`config.mk`:
```
export PLATFORM = sky130hd
export DESIGN_NAME = cache_perf_monitor_flat
export DESIGN_NICKNAME = d
export VERILOG_FILES = /design/src/rtl/cache_perf_monitor_if.sv /design/src/rtl/cache_perf_monitor.sv /design/src/flat_wrapper.sv
export SDC_FILE = /design/constraint.sdc
export NUM_CORES = 1
export LEC_CHECK = 0
export BUFFER_PORTS_ARGS = -buffer_cell sky130_fd_sc_hd__buf_2
export CORE_AREA = 2 2 132 134
export CTS_CLUSTER_DIAMETER = 80
export DETAILED_ROUTE_END_ITERATION = 10
export DIE_AREA = 0 0 134 136
export PLACE_DENSITY = 0.86
export SLEW_MARGIN = 20
export SYNTH_ARGS = -nofsm -noshare
export SYNTH_HDL_FRONTEND = slang
export SYNTH_SLANG_ARGS = --single-unit
```
`constraint.sdc`:
```
create_clock -name clk_i -period 4.5 [get_ports clk_i]
set_clock_uncertainty 0.05 [all_clocks]
set_input_delay 0.225 -clock clk_i [delete_from_list [all_inputs] [get_ports clk_i]]
set_output_delay 0.225 -clock clk_i [all_outputs]
set_load 0.02 [all_outputs]
```
`src/rtl/cache_perf_monitor_if.sv`:
```
// Cache performance monitor bus: control pulses, instruction snoop,
// per-channel cache qualifiers and the readable counter results.
interface cache_perf_monitor_if #(
  parameter int NUM_CH = 2,
  parameter int CNT_W  = 32
);
  logic                    start_i;
  logic                    stop_i;
  logic                    clear_i;
  logic                    inst_valid_i;
  logic [31:0]             inst_i;
  logic [NUM_CH-1:0]       ch_req_i;
  logic [NUM_CH-1:0]       ch_accept_i;
  logic [NUM_CH-1:0]       ch_lookup_i;
  logic [NUM_CH-1:0]       ch_hit_i;
  logic [NUM_CH*CNT_W-1:0] access_cnt_o;
  logic [NUM_CH*CNT_W-1:0] hit_cnt_o;
  logic [NUM_CH-1:0]       overflow_o;
  logic [CNT_W-1:0]        cycle_cnt_o;
  logic [1:0]              state_o;
  logic                    done_o;
  logic                    done_pulse_o;

  // Side that drives commands and cache activity (bench / SoC glue)
  modport master (
    output start_i, stop_i, clear_i, inst_valid_i, inst_i,
           ch_req_i, ch_accept_i, ch_lookup_i, ch_hit_i,
    input  access_cnt_o, hit_cnt_o, overflow_o, cycle_cnt_o,
           state_o, done_o, done_pulse_o
  );

  // The monitor itself
  modport slave (
    input  start_i, stop_i, clear_i, inst_valid_i, inst_i,
           ch_req_i, ch_accept_i, ch_lookup_i, ch_hit_i,
    output access_cnt_o, hit_cnt_o, overflow_o, cycle_cnt_o,
           state_o, done_o, done_pulse_o
  );
endinterface

```
`src/rtl/cache_perf_monitor.sv`:
```
// Multi-channel cache performance monitor: counts qualified lookups and
// hits per channel while RUN, stops on a matching instruction or a software
// stop, drains for a fixed number of cycles and holds the results in DONE.

// Per-channel access/hit counter pair with sticky overflow.
module cpm_lane #(
  parameter int CNT_W  = 32,
  parameter int SAT_EN = 1
) (
  input  logic             clk,
  input  logic             rst_n,
  input  logic             clr,
  input  logic             en,
  input  logic             ev,
  input  logic             hit,
  output logic [CNT_W-1:0] acc_cnt,
  output logic [CNT_W-1:0] hit_cnt,
  output logic             ovf
);
  logic acc_full, hit_full;
  assign acc_full = &acc_cnt;
  assign hit_full = &hit_cnt;

  // Hit only advances together with its access; at all-ones either hold or roll over
  always_ff @(posedge clk or negedge rst_n) begin
    if (!rst_n) begin
      acc_cnt <= '0;
      hit_cnt <= '0;
      ovf     <= 1'b0;
    end else if (clr) begin
      acc_cnt <= '0;
      hit_cnt <= '0;
      ovf     <= 1'b0;
    end else if (en && ev) begin
      if (!(SAT_EN != 0 && acc_full)) acc_cnt <= acc_cnt + CNT_W'(1);
      if (hit && !(SAT_EN != 0 && hit_full)) hit_cnt <= hit_cnt + CNT_W'(1);
      if (acc_full || (hit && hit_full)) ovf <= 1'b1;
    end
  end
endmodule

module cache_perf_monitor #(
  parameter int          NUM_CH    = 2,
  parameter int          CNT_W     = 32,
  parameter logic [31:0] STOP_INST = 32'h0000_8067,
  parameter int          DRAIN_CYC = 5,
  parameter int          SAT_EN    = 1
) (
  input logic                 clk_i,
  input logic                 rst_i,
  cache_perf_monitor_if.slave bus
);
  typedef enum logic [1:0] {IDLE = 2'd0, RUN = 2'd1, DRAIN = 2'd2, DONE = 2'd3} state_t;

  state_t                         state_q, state_d;
  logic [7:0]                     drain_q;
  logic [CNT_W-1:0]               cyc_q;
  logic                           pulse_q;
  logic                           run, clr_all, stop_hit;
  logic [NUM_CH-1:0]              ev;
  logic [NUM_CH-1:0][CNT_W-1:0]   acc_w, hit_w;

  // State register
  always_ff @(posedge clk_i or negedge rst_i) begin
    if (!rst_i) state_q <= IDLE;
    else        state_q <= state_d;
  end

  // Next state; clear wins over everything, start only matters when not busy
  always_comb begin
    state_d = state_q;
    if (bus.clear_i) state_d = IDLE;
    else begin
      case (state_q)
        IDLE:    if (bus.start_i) state_d = RUN;
        RUN:     if (stop_hit) state_d = DRAIN;
        DRAIN:   if (drain_q == 8'd0) state_d = DONE;
        DONE:    if (bus.start_i) state_d = RUN;
        default: state_d = IDLE;
      endcase
    end
  end

  // Decoded controls and status outputs
  always_comb begin
    run      = (state_q == RUN);
    stop_hit = bus.stop_i | (bus.inst_valid_i & (bus.inst_i == STOP_INST));
    clr_all  = bus.clear_i | (bus.start_i & ((state_q == IDLE) | (state_q == DONE)));
    bus.done_o  = (state_q == DONE);
    bus.state_o = state_q;
  end

  // Drain countdown: loaded on the stop edge, walks down to 0 inside DRAIN
  always_ff @(posedge clk_i or negedge rst_i) begin
    if (!rst_i)                                  drain_q <= 8'd0;
    else if (bus.clear_i)                        drain_q <= 8'd0;
    else if (run && stop_hit)                    drain_q <= 8'(DRAIN_CYC - 1);
    else if (state_q == DRAIN && drain_q != 8'd0) drain_q <= drain_q - 8'd1;
  end

  // RUN cycle counter (stop cycle included) and the DONE entry pulse
  always_ff @(posedge clk_i or negedge rst_i) begin
    if (!rst_i) begin
      cyc_q   <= '0;
      pulse_q <= 1'b0;
    end else begin
      pulse_q <= (state_q == DRAIN) && (state_d == DONE);
      if (clr_all) cyc_q <= '0;
      else if (run && !(SAT_EN != 0 && &cyc_q)) cyc_q <= cyc_q + CNT_W'(1);
    end
  end

  assign ev = bus.ch_req_i & bus.ch_accept_i & bus.ch_lookup_i;

  for (genvar k = 0; k < NUM_CH; k++) begin : g_lane
    cpm_lane #(.CNT_W(CNT_W), .SAT_EN(SAT_EN)) u_lane (
      .clk     (clk_i),
      .rst_n   (rst_i),
      .clr     (clr_all),
      .en      (run),
      .ev      (ev[k]),
      .hit     (bus.ch_hit_i[k]),
      .acc_cnt (acc_w[k]),
      .hit_cnt (hit_w[k]),
      .ovf     (bus.overflow_o[k])
    );
  end

  assign bus.access_cnt_o = acc_w;
  assign bus.hit_cnt_o    = hit_w;
  assign bus.cycle_cnt_o  = cyc_q;
  assign bus.done_pulse_o = pulse_q;
endmodule

```
`src/flat_wrapper.sv`:
```
// flat-port wrapper written by rule: the top's interface ports become plain ports
module cache_perf_monitor_flat 
#(
  parameter int          NUM_CH    = 2,
  parameter int          CNT_W     = 32,
  parameter logic [31:0] STOP_INST = 32'h0000_8067,
  parameter int          DRAIN_CYC = 5,
  parameter int          SAT_EN    = 1
)
  (clk_i, rst_i, bus_start_i, bus_stop_i, bus_clear_i, bus_inst_valid_i, bus_inst_i, bus_ch_req_i, bus_ch_accept_i, bus_ch_lookup_i, bus_ch_hit_i, bus_access_cnt_o, bus_hit_cnt_o, bus_overflow_o, bus_cycle_cnt_o, bus_state_o, bus_done_o, bus_done_pulse_o);
  cache_perf_monitor_if #(.NUM_CH(NUM_CH), .CNT_W(CNT_W)) bus_i ();
  input logic clk_i;
  input logic rst_i;
  input wire logic [$bits(bus_i.start_i)-1:0] bus_start_i;
  input wire logic [$bits(bus_i.stop_i)-1:0] bus_stop_i;
  input wire logic [$bits(bus_i.clear_i)-1:0] bus_clear_i;
  input wire logic [$bits(bus_i.inst_valid_i)-1:0] bus_inst_valid_i;
  input wire logic [$bits(bus_i.inst_i)-1:0] bus_inst_i;
  input wire logic [$bits(bus_i.ch_req_i)-1:0] bus_ch_req_i;
  input wire logic [$bits(bus_i.ch_accept_i)-1:0] bus_ch_accept_i;
  input wire logic [$bits(bus_i.ch_lookup_i)-1:0] bus_ch_lookup_i;
  input wire logic [$bits(bus_i.ch_hit_i)-1:0] bus_ch_hit_i;
  output wire logic [$bits(bus_i.access_cnt_o)-1:0] bus_access_cnt_o;
  output wire logic [$bits(bus_i.hit_cnt_o)-1:0] bus_hit_cnt_o;
  output wire logic [$bits(bus_i.overflow_o)-1:0] bus_overflow_o;
  output wire logic [$bits(bus_i.cycle_cnt_o)-1:0] bus_cycle_cnt_o;
  output wire logic [$bits(bus_i.state_o)-1:0] bus_state_o;
  output wire logic [$bits(bus_i.done_o)-1:0] bus_done_o;
  output wire logic [$bits(bus_i.done_pulse_o)-1:0] bus_done_pulse_o;
  assign bus_i.start_i = bus_start_i;
  assign bus_i.stop_i = bus_stop_i;
  assign bus_i.clear_i = bus_clear_i;
  assign bus_i.inst_valid_i = bus_inst_valid_i;
  assign bus_i.inst_i = bus_inst_i;
  assign bus_i.ch_req_i = bus_ch_req_i;
  assign bus_i.ch_accept_i = bus_ch_accept_i;
  assign bus_i.ch_lookup_i = bus_ch_lookup_i;
  assign bus_i.ch_hit_i = bus_ch_hit_i;
  assign bus_access_cnt_o = bus_i.access_cnt_o;
  assign bus_hit_cnt_o = bus_i.hit_cnt_o;
  assign bus_overflow_o = bus_i.overflow_o;
  assign bus_cycle_cnt_o = bus_i.cycle_cnt_o;
  assign bus_state_o = bus_i.state_o;
  assign bus_done_o = bus_i.done_o;
  assign bus_done_pulse_o = bus_i.done_pulse_o;
  cache_perf_monitor #(.NUM_CH(NUM_CH), .CNT_W(CNT_W), .STOP_INST(STOP_INST), .DRAIN_CYC(DRAIN_CYC), .SAT_EN(SAT_EN)) u_core (.clk_i(clk_i), .rst_i(rst_i), .bus(bus_i));
endmodule
```
==> metrics.yaml <==
synth_warnings: 0
cts-root-buf: "sky130_fd_sc_hd__clkbuf_16"
floorplan.initialDensity_pct: 58.7
grt_antenna_before_repair: 1
final_common_cell: "sky130_fd_sc_hd__buf_2"
seq_area_frac_synth_pct: 43.7
layout_common_cells: "210 x sky130_fd_sc_hd__buf_2, 173 x sky130_fd_sc_hd__dfrtp_1, 101 x sky130_fd_sc_hd__nand2_1"
detailedPlacementHpwl_mm: 17.9
fillerInstances: 1314
drive_above_1_share_pct: 24.3
final.min_clock_period_ns: 3.10
syn_avg_cell_area_um2: 9.23
cts.htree.levels: 4
routed_wire_length_per_instance_um: 17.5
share_comb_of_total_power_pct: 18.1
clkTransAtPathRegs_ns: 0.07
finalWirelength_mm: 26.3
worst-r2r-setup-slack_ns: 1.40
slew_violations: 0
worstPathBufferInverterCount: 1
critical-path-slowest-cell: "sky130_fd_sc_hd__a2111oi_4"
cts_hold_repair.buffers: 2
total_instance_count_after_detailed_placement: 1462
area_delta_synth_final_pct: 17.9
cts_sinks: 173
rows: 48
clockBufferDepth: 2
internal-power_mw: 2.59
synth_cell_types: 68
worst-setup-path-type: "flop to flop"
layout.cells.non_filler: 1498
synth.area.top_cells: "sky130_fd_sc_hd__dfrtp_1 44%, sky130_fd_sc_hd__a21oi_1 5.0%, sky130_fd_sc_hd__o31ai_1 4.4%"
ir_drop_uv: 286
fp.coreArea_um2: 16900
yosys.area.top_type: "sky130_fd_sc_hd__dfrtp_1"
fin_tns_setup_ns: 0
sequentialPowerShare_pct: 43.2
gr-usage-all-layers_pct: 28.7
globalRouteOverflowTotal: 0
worst-slew-pin-transition_ns: 0.938
worstReg2RegEnd: "u_core.g_lane[0].u_lane.acc_cnt[20]$_DFFE_PN0P_"
grt_max_degree: 89
postSynth.asyncResetShare_pct: 100
worstReg2RegStart: "u_core.bus.state_o[1]$_DFF_PN0_"
crit_path_max_fanout: 17
power_density_nw_per_um2: 324
worst_hold_startpoint: "bus_ch_hit_i[1]"
synth_edf_count: 0
global_route_wire_length_before_repair_mm: 42.7
static-leakage-power_nw: 4.93
run_status: "finished clean"
post-route-period-util_pct: 68.9
ant_nets: 0
arrival_ns: 3.40
clockPowerShare_pct: 38.7
critical_path.max_stage_delay_ns: 0.65
post_synth_instance_area_um2: 9900
post-route-drc-count: 0
crit_path_start_kind: "flop"
max_cap_viol_count: 0
setup.worst_path.end_class: "flop"
die-height_um: 136
number_of_detailed_routing_iterations_run_before_antenna_repair: 5
placement.io_buffers: 211
boundaryPins: 212
cts_setup_buffers: 0
cp_data_required_time_ns: 4.80
cts.repair.resized: 0
setup_viol_count_final: 0
cts-buffers-inserted: 17
clock_latency_reported_for_the_late_side_of_the_worst_skew_pair_ns: 0.43
fp.dieW_um: 134
synthCells: 1073
dr_total_vias: 9619
report.final.hold_viol_count: 0
maxClockFrequency_ghz: 0.322
synth_seq_cells: 173
num-nets-final: 1315
hold_crit_depth: 3
synthDominantCellAreaShare_pct: 43.7
swShare_pct: 31.7
detailed_route_iter0_violations: 818
die-area_um2: 18200
worst_path_dominant_cell_family: "compound AO/OA/AOI/OAI gates"
per_cell_via_count_in_the_routed_design: 6.42
routabilityCongestion: 0.862
maxSlewHeadroom_pct: 37.3
synth-main-ff-cell: "sky130_fd_sc_hd__dfrtp_1"
grt_pass1_vias: 8713
rsz0062_at_grt: "no"
min_path_type: "input pin to flop"
cts_tree: "yes"
worst_r2r_path_depth: 7
synth_nets: 1129
power.switching_mw: 1.20
timing.critical_path.cells: "inv_1, ha_1, nand4_2, a2111oi_4, o21ai_2, or4_1, a21oi_1"
timing.hold.worst_endpoint: "u_core.g_lane[1].u_lane.ovf$_DFFE_PN0P_"
layout.core_utilization_pct: 69.2
## registers in the layout (all words and copies together), names as in the netlist
| signal | count |
|---|---|
| u_core.bus.cycle_cnt_o | 32 |
| u_core.bus.done_pulse_o | 1 |
| u_core.bus.state_o | 2 |
| u_core.drain_q | 8 |
| u_core.g_lane.u_lane.acc_cnt | 64 |
| u_core.g_lane.u_lane.hit_cnt | 64 |
| u_core.g_lane.u_lane.ovf | 2 |
## metrics by stage
step | hold WS (ns) | setup WS (ns) | area, um2 | total power [mW]
3_3_place_gp | 0.297 | 1.56 | 11100 | 2.32
6_report | 0.0685 | 1.40 | 11700 | 3.79
2_1_floorplan | -0.121 | 1.94 | 9900 | 2.15
4_1_cts | 0.0550 | 1.43 | 11700 | 3.80
3_5_place_dp | 0.293 | 1.46 | 11100 | 2.34
5_1_grt | 0.0817 | 1.19 | 11700 | 3.93
## worst min-delay path, stage by stage
cell                      delay, ns
sky130_fd_sc_hd__buf_2         0.12
sky130_fd_sc_hd__nand3_1       0.08
sky130_fd_sc_hd__a31oi_1       0.08
## power groups by stage
stage | registers (mW) | clock network, mW | logic, mW
6_report | 1.64 | 1.47 | 0.685
5_1_grt | 1.64 | 1.54 | 0.755
4_1_cts | 1.64 | 1.48 | 0.681
3_5_place_dp | 1.67 | 0 | 0.676
3_3_place_gp | 1.66 | 0 | 0.661
2_1_floorplan | 1.68 | 0 | 0.462
## Yosys cell counts (7+ instances only)
cell type                  number
sky130_fd_sc_hd__a211oi_1       7
sky130_fd_sc_hd__a21oi_1       99
sky130_fd_sc_hd__a21oi_2        7
sky130_fd_sc_hd__a31oi_1       10
sky130_fd_sc_hd__and3_1        17
sky130_fd_sc_hd__and4_1        20
sky130_fd_sc_hd__buf_2         11
sky130_fd_sc_hd__buf_4          9
sky130_fd_sc_hd__clkbuf_1      31
sky130_fd_sc_hd__dfrtp_1      173
sky130_fd_sc_hd__ha_1          10
sky130_fd_sc_hd__inv_1         21
sky130_fd_sc_hd__mux2i_1       13
sky130_fd_sc_hd__nand2_1      101
sky130_fd_sc_hd__nand2b_1      15
sky130_fd_sc_hd__nand3_1       48
sky130_fd_sc_hd__nand4_1       56
sky130_fd_sc_hd__nor2_1        60
sky130_fd_sc_hd__nor4_1        23
sky130_fd_sc_hd__o211ai_1       9
sky130_fd_sc_hd__o21ai_0       43
sky130_fd_sc_hd__o21ai_2        7
sky130_fd_sc_hd__o31ai_1       58
sky130_fd_sc_hd__or3_1         39
sky130_fd_sc_hd__or3_2          7
sky130_fd_sc_hd__or4_1         58
sky130_fd_sc_hd__xnor2_1       16
sky130_fd_sc_hd__xor2_1        15
## cells by family (layout without fill, tap and decap cells)
logic type,count (synthesis),in the layout,share of synthesized area [%]
other,0,1,0
AOI/OAI and AO/OA,277,277,18.3
buffers and inverters,76,275,3.68
xor gates and xnor gates,32,32,2.91
DFF,173,173,43.7
muxes,13,13,1.31
and+or+nand+nor,492,492,28.8
adders and majority gates,10,10,1.26
## how the worst max path moves through the flow
stage	from	endpoint	slack (ns)	cells past startpoint
6_report	u_core.bus.state_o[1]$_DFF_PN0_	u_core.g_lane[0].u_lane.acc_cnt[20]$_DFFE_PN0P_	1.40	7
5_1_grt	u_core.bus.state_o[1]$_DFF_PN0_	u_core.g_lane[0].u_lane.acc_cnt[20]$_DFFE_PN0P_	1.19	7
4_1_cts	u_core.bus.state_o[1]$_DFF_PN0_	u_core.g_lane[0].u_lane.acc_cnt[20]$_DFFE_PN0P_	1.43	7
3_5_place_dp	u_core.bus.state_o[1]$_DFF_PN0_	u_core.g_lane[0].u_lane.acc_cnt[20]$_DFFE_PN0P_	1.46	7
3_3_place_gp	u_core.bus.state_o[0]$_DFF_PN0_	u_core.g_lane[1].u_lane.hit_cnt[13]$_DFFE_PN0P_	1.56	8
2_1_floorplan	u_core.bus.state_o[0]$_DFF_PN0_	u_core.g_lane[1].u_lane.acc_cnt[1]$_DFFE_PN0P_	1.94	8
## area by class of cell
| type | count | area (um2) | area share [%] |
|---|---|---|---|
| diodes | 1 | 2.50 | 0.0214 |
| clock buffers | 21 | 470 | 4.03 |
| clock inverters | 11 | 110 | 0.943 |
| inverters | 21 | 78.8 | 0.675 |
| multi-input cells | 824 | 5240 | 44.9 |
| flip-flops and latches | 173 | 4330 | 37.1 |
| well taps | 225 | 282 | 2.41 |
| repair buffers | 222 | 1170 | 9.98 |
## layer usage
metal	vias to the layer above	wire (um)	track usage (%)
li1	4496	-	-
met1	4618	10800	38.3
met2	457	12800	47.2
met3	48	2110	5.07
met4	0	520	10.5
met5	-	0	0
Power figures use the tool's default switching activity.
